[config.mk]
export PLATFORM = sky130hd
export DESIGN_NAME = line_joltage_encoder
export DESIGN_NICKNAME = d
export VERILOG_FILES = /design/src/rtl/line_joltage_encoder.sv
export SDC_FILE = /design/constraint.sdc
export NUM_CORES = 1
export LEC_CHECK = 0
export CAP_MARGIN = 30
export CELL_PAD_IN_SITES_DETAIL_PLACEMENT = 1
export CELL_PAD_IN_SITES_GLOBAL_PLACEMENT = 2
export CORE_MARGIN = 3
export CORE_UTILIZATION = 30
export DETAILED_ROUTE_END_ITERATION = 10
export GPL_ROUTABILITY_DRIVEN = 0
export HOLD_SLACK_MARGIN = 0.02
export PLACE_DENSITY_LB_ADDON = 0.1
export SLEW_MARGIN = 40
export SYNTH_ARGS = -nofsm -noshare
export SYNTH_HDL_FRONTEND = slang
export SYNTH_SLANG_ARGS = --single-unit
[constraint.sdc]
create_clock -name clk -period 3.8 [get_ports clk]
set_input_delay 0.57 -clock clk [delete_from_list [all_inputs] [get_ports clk]]
set_output_delay 0.57 -clock clk [all_outputs]
set_load 0.01 [all_outputs]
[src/rtl/line_joltage_encoder.sv]
// line_joltage_encoder: turns an ASCII digit stream into one word per line holding the
// largest two-digit number formed by an ordered digit pair, with a valid/ready output.
module line_joltage_encoder #(
    parameter logic [7:0] EOL_BYTE = 8'h0A,
    parameter int         CNT_W    = 9
) (
    input  logic             clk,
    input  logic             rst,
    input  logic             in_valid,
    input  logic [7:0]       in_byte,
    output logic             in_ready,
    output logic             out_valid,
    output logic [31:0]      out_value,
    output logic             out_short,
    input  logic             out_ready,
    output logic [CNT_W-1:0] line_count
);
    typedef enum logic [1:0] {EMPTY, ONE, MULTI} state_t;
    state_t      r_state, w_next;
    logic [3:0]  r_first_max;
    logic [6:0]  r_best;
    logic        w_acc, w_digit, w_eol, w_xfer, w_load, w_load_short;
    logic [3:0]  w_d;
    logic [6:0]  w_cand;
    logic [31:0] w_load_value;
    assign in_ready = !(out_valid && !out_ready);
    assign w_acc    = in_valid && in_ready;
    assign w_digit  = in_byte >= 8'h30 && in_byte <= 8'h39;
    assign w_eol    = in_byte == EOL_BYTE && !w_digit;
    assign w_d      = in_byte[3:0];
    assign w_cand   = 7'(r_first_max) * 7'd10 + 7'(w_d);
    assign w_xfer   = out_valid && out_ready;
    always_ff @(posedge clk or posedge rst) begin
        if (rst) r_state <= EMPTY;
        else     r_state <= w_next;
    end
    always_comb begin
        w_next = (w_acc && w_digit) ? (r_state == EMPTY ? ONE : MULTI) :
                 (w_acc && w_eol)   ? EMPTY : r_state;
    end
    always_comb begin
        w_load       = w_acc && w_eol && r_state != EMPTY;
        w_load_value = {25'd0, r_state == MULTI ? r_best : 7'd0};
        w_load_short = r_state == ONE;
    end
    // best must be updated from the old first_max before first_max itself moves
    always_ff @(posedge clk or posedge rst) begin
        if (rst) begin
            r_first_max <= '0;
            r_best      <= '0;
        end else if (w_acc && w_digit) begin
            r_first_max <= (r_state == EMPTY || w_d > r_first_max) ? w_d : r_first_max;
            r_best      <= (r_state == EMPTY) ? 7'd0 : (w_cand > r_best ? w_cand : r_best);
        end
    end
    always_ff @(posedge clk or posedge rst) begin
        if (rst) begin
            out_valid  <= 1'b0;
            out_value  <= '0;
            out_short  <= 1'b0;
            line_count <= '0;
        end else begin
            out_valid  <= w_load || (out_valid && !out_ready);
            line_count <= line_count + CNT_W'(w_xfer);
            if (w_load) begin
                out_value <= w_load_value;
                out_short <= w_load_short;
            end
        end
    end
endmodule

==> results of run 1 <==
-- sequential cells by signal (all words and copies together), names as in the netlist --
name	count
out_valid	1
r_state	2
out_short	1
r_first_max	4
out_value	7
line_count	9
r_best	7
-- cells in the final DEF, fill, tap and decap left out, drive strengths merged, types with 2 or more instances in the layout --
cell type	Yosys	routed
a22o	13	13
inv	12	12
clkbuf	0	6
fa	2	2
a21o	3	3
nand2	6	6
nand4	4	4
xor2	2	2
nor2	9	9
nand3	6	6
nand3b	2	2
and2	2	2
or2	2	2
o21ai	4	4
clkdlybuf4s50	0	30
a21oi	8	8
dfrtp	31	31
xnor2	10	10
conb	1	25
ha	19	19
mux2	4	4
-- final timing paths --
kind / startpoint / endpoint / slack (ps) / cells after the start
max in group asynchronous: rst / r_state[0] / 2820 / 3
min: line_count[8] / line_count[8] / 480 / 1
min reg2reg: line_count[8] / line_count[8] / 480 / 1
max reg2reg: r_first_max[1] / r_best[2] / 570 / 12
max: in_byte[2] / r_best[2] / 540 / 12
min in group asynchronous: rst / r_best[5] / 680 / 3
-- cell families (layout without fill, tap and decap cells) --
logic type,Yosys count,count (layout)
simple gates,38,38
buf+inv,38,51
compound gates,33,33
flops,31,31
fa+ha+maj,21,21
xor+xnor,12,12
mux,4,4
other cells,1,25
-- per-layer routing --
| metal | share of wire | vias up | wire, microns | global-route usage |
|---|---|---|---|---|
| li1 | - | 642 | - | - |
| met2 | 0.48 | 50 | 1990 | 0.2072 |
| met3 | 0.058 | 9 | 240 | 0.02852 |
| met5 | 0 | - | 0 | 0 |
| met4 | 0.022 | 0 | 93 | 0.05666 |
| met1 | 0.44 | 638 | 1830 | 0.1455 |
-- area by class of cell --
cell class	instances	area, sq um
Tap cell	75	93.84
Clock inverter	2	35.03
Inverter	12	45.04
Fill cell	681	3736
Clock buffer	6	82.58
Sequential cell	31	775.7
Multi-Input combinational cell	133	1020
Timing Repair Buffer	31	307.8
-- per-stage QoR --
step | hold slack (ps) | setup slack, ps | total power (W) | instances | instance area (sq um)
after global routing | 496.1 | 336.3 | 0.001223 | 290 | 2360
final | 476.7 | 537.7 | 0.001135 | 290 | 2360
after floorplan | 488.1 | 883.0 | 0.0007170 | 202 | 2033
after global placement | 465.3 | 280.0 | 0.0007935 | 282 | 2242
after CTS | 487.3 | 518.6 | 0.001155 | 290 | 2360
after detailed placement | 477.2 | 229.1 | 0.0008058 | 282 | 2242
-- cells in the mapped netlist (3+ instances only) --
| master | count |
|---|---|
| nand4_1 | 4 |
| a21o_1 | 3 |
| mux2_4 | 4 |
| nor2_1 | 8 |
| o21ai_0 | 4 |
| ha_1 | 19 |
| dfrtp_1 | 31 |
| xnor2_1 | 10 |
| nand3_1 | 5 |
| inv_1 | 12 |
| nand2_1 | 6 |
| buf_4 | 25 |
| a21oi_1 | 8 |
| a22o_1 | 13 |
-- report_power, final --
part,total (W),internal [W],switching [W]
combinational,0.000388,0.000180,0.000208
sequential,0.000409,0.000364,0.0000445
clock,0.000339,0.000212,0.000127
total,0.00114,0.000757,0.000379
==> impl_results.md, run 1 <==
* Share of flip-flops with an asynchronous set or reset at 1.000
* Routed vias at 1,339
* Largest family of logic cells by synthesized area: adder cells
* Largest net degree at the start of global routing at 32
* Post-synthesis mux area share at 0.03091
* Post-Route WL at 4155 microns
* IO Port Bufs at 30
* Sequential share of the synthesized area at 0.3992
* Top_reg_cell synth: dfrtp_1
* Clk buf depth at 2
* Total grt overflow at 0
* Post-Synth Simple-Gate Area at 0.1243
* Initial Util at 0.3188
* Critical path fanouts, max at 7
* H-Tree Depth at 2
* Die Span Y at 86.48 microns
* Hpwl dp at 3345 microns
* Critical path capture point type: flop
* Yosys synthesis warning count at 0
* Root Buffer Master: clkbuf_8
* PwrDens at 481.1 nW/um^2
* Final setup fails at 0
* CP Data Arrival Time at 3480 ps
* Largest delay share family, worst path: compound AO/OA/AOI/OAI gates
* Total Routing Usage GR at 0.1221
* Netlist Area Pre-Place at 1943 sq um
* Num rows at 28
* Crit path required time at 4020 ps
* Vias in the first global route at 1,451
* Cts repair resizes at 0
* Top cell type's share of synthesized area at 0.3992
* Gate Count Post-Synth at 178
* Hold Vio Cnt, Final at 0
* Cell taking the most area after synthesis: dfrtp_1
* I/O pin count at 56
* CTS tree: built
* Post-synthesis compound-gate area fraction at 0.1243
* DRC viols at 0
* CP Launch Type: input pin
* Fin crit period at 3262 ps
* Adder-cell share of the synthesized area at 0.1429
* Nets@finish at 247
* #FFs+latches synth at 31
* Setup TNS at 0 ps
* Slew Viols, Final at 0
* Global-route wire length before repair at 7051 microns
* Worst Setup Path Type: in2reg
* Synth top area cells: dfrtp_1, ha_1, buf_4
* Clock Skew at 7.041 ps
* CP max-delay cell: clkdlybuf4s50_1
* Fmax at 306.5 MHz
* Post-CTS Setup Inserts at 0
* Layout Utilization at 0.3871
* CTS Buf Count at 5
* DIE AREA at 7479 sq um
* Cts-stage hold buffer count at 0
* Fin crit share at 0.8585
* Via density at 4.617
* CP Buf/Inv Count at 1
* Initial antenna violation count at 0
* Antenna diodes at 0
* RSZ-0062 raised after global routing: no
* Outcome: completed
* Clk Latency, worst-skew pair at 280 ps
* Core ar. at 6096 sq um
* Clk sink count at 31
* Die Width at 86.48 microns
* Xor and xnor area share after synthesis at 0.05409
* Syn_area_per_cell at 10.92 sq um
* VDD IR max at 0.0001997 V
* Post-synth EDFFs at 0
* CP peak stage delay at 630 ps
* Drt pass-1 iters at 4
* Wire length per cell at 14.33 microns
* HP Class: reg2reg
* Synth unique cells at 36
* Clk slew on worst S/H paths at 70 ps
* Layout cells sized above 1 at 0.09767
* Initial DRC count at 26
* Max-capacitance violation count at 0
* Remaining antenna violation count at 0
* Area Growth Syn to Fin at 21.44%
* Critical-path cell list: clkdlybuf4s50_1, ha_1, a21o_1, a21oi_1, nor2_1, xnor2_1, ha_1, nand4_1, nor2_1, o21bai_1, nor3_2, a22o_1
* Pleak at 1.128 nW
Note: power is estimated with default switching activity, not from simulation.
==> run 2, diff against run 1 <==
--- a/config.mk
+++ b/config.mk
@@ -8,12 +8,13 @@
 export CAP_MARGIN = 30
 export CELL_PAD_IN_SITES_DETAIL_PLACEMENT = 1
 export CELL_PAD_IN_SITES_GLOBAL_PLACEMENT = 2
-export CORE_MARGIN = 3
+export CORE_MARGIN = 2
 export CORE_UTILIZATION = 30
 export DETAILED_ROUTE_END_ITERATION = 10
 export GPL_ROUTABILITY_DRIVEN = 0
 export HOLD_SLACK_MARGIN = 0.02
 export PLACE_DENSITY_LB_ADDON = 0.1
+export RECOVER_POWER = 50
 export SLEW_MARGIN = 40
 export SYNTH_ARGS = -nofsm -noshare
 export SYNTH_HDL_FRONTEND = slang
==> impl_results.md, run 2 (synthesis gave the netlist of run 1 again) <==
* Die Width at 84.48 microns
* Cts repair resizes at 0
* Initial Util at 0.3078
* Hold slack at 468.8 ps
* Commonest cells after routing, fill and taps aside: dfrtp_1, conb_1, clkdlybuf4s50_1
* Clock Skew at 5.608 ps
* Final setup fails at 0
* Remaining antenna violation count at 0
* Worst slew pin tran at 1737 ps
* Via density at 4.663
* Area Growth Syn to Fin at 19.83%
* Hold Vio Cnt, Final at 0
* Root Buffer Master: clkbuf_8
* CTS tree: built
* H-Tree Depth at 2
* Worst slack, placed at 245.9 ps
* Most common cell after layout, fill and taps aside: dfrtp_1
* Failing checks: capacitance limit, slew limit
* Post-Route WL at 4124 microns
* Global-route wire length before repair at 7203 microns
* Clk sink count at 31
* Clk Latency, worst-skew pair at 280 ps
* Nets@finish at 247
* Total Routing Usage GR at 0.1272
* Setup TNS at 0 ps
* I/O pin count at 56
* Fin worst setup slack at 551.9 ps
* Number of flip-flops in the largest register at 9
* CP Data Arrival Time at 3470 ps
* Max-capacitance violation count at 1
* Filler-free cell count of the finished design at 291
* Top reg by flops: line_count
* VDD IR max at 0.0001800 V
* DRC viols at 0
* Final Power at 0.001061 W
* Wire length per cell at 14.17 microns
* Die Span Y at 84.48 microns
* Clk buf depth at 2
* CP Launch Type: input pin
* Clk slew on worst S/H paths at 70 ps
* Fmax at 307.9 MHz
* Fin crit period at 3248 ps
* Initial DRC count at 11
* Layout cells sized above 1 at 0.08879
* Largest net degree at the start of global routing at 32
* Worst Setup Path Type: in2reg
* Total grt overflow at 0
* Cts-stage hold buffer count at 0
* Crit path required time at 4020 ps
* Core ar. at 6314 sq um
* Pleak at 1.114 nW
* RSZ-0062 raised after global routing: no
* Worst reg2reg setup slack at 580 ps
* Hpwl dp at 3271 microns
* FILL cells at 735
* PwrDens at 455.5 nW/um^2
* Routed vias at 1,357
* Num rows at 29
* Post-CTS Setup Inserts at 0
* Critical path capture point type: flop
* IO Port Bufs at 30
* CTS Buf Count at 5
* Fin crit share at 0.8548
* HP Class: reg2reg
* Cell count after placement at 284
* Antenna diodes at 0
* Vias in the first global route at 1,482
* Max_slew headroom at -0.1579
* Slew Viols, Final at 32
* Top Registers: line_count x9, out_value x7, r_best x7
* Critical path fanouts, max at 7
* Initial antenna violation count at 0
* Outcome: complete, but fails checks
* Drt pass-1 iters at 4
* DIE AREA at 7137 sq um
==> run 2: changes by cell type in the layout (fill, tap and decap cells not counted), sizes merged <==
cell,before,now
clkdlybuf4s50,30,25
dlygate4sd3,0,5
buf,1,0
bufinv,1,0
clkbuf,6,7
==> run 2: where the power goes <==
part | switching [W] | internal [W]
sequential | 0.0000444 | 0.000364
clock | 0.000125 | 0.000142
combinational | 0.000207 | 0.000179
==> run 2: final timing paths <==
check	start	end	cells after the start
min in group asynchronous	rst	out_value[3]	3
worst max register to register	r_first_max[1]	r_best[0]	12
max in group asynchronous	rst	line_count[1]	3
worst min-delay path	line_count[8]	line_count[8]	1
worst max-delay path	in_byte[2]	r_best[0]	12
worst min register to register	line_count[8]	line_count[8]	1
==> run 2: critical path, stage by stage <==
cell	delay, ps
clkdlybuf4s50_1	610
ha_1	280
a21o_1	180
a21oi_1	230
nor2_1	80
xnor2_1	210
ha_1	300
nand4_1	130
nor2_1	50
o21bai_1	170
nor3_2	430
a22o_1	220
==> run 2: layout make-up <==
cell class	instances	area (sq um)	area share
well taps	77	96.34	0.04138
clock buffers	6	82.58	0.03546
flip-flops and latches	31	775.7	0.3332
multi-input cells	133	1020	0.4379
repair buffers	31	304.0	0.1306
inverters	12	45.04	0.01934
clock inverters	1	5.005	0.002149
==> run 2: metal layers <==
metal,share of wire,track usage,up-vias
met2,0.49,0.2190,41
met5,0,0,-
met1,0.45,0.1574,667
li1,-,-,644
met3,0.050,0.03343,5
met4,0.012,0.03463,0
==> run 2: metrics by stage <==
stage | utilization | cell area (sq um)
5_1_grt | 0.3688 | 2328
6_report | 0.3688 | 2328
3_5_place_dp | 0.3555 | 2245
4_1_cts | 0.3694 | 2332
2_1_floorplan | - | 2033
3_3_place_gp | 0.3555 | 2245
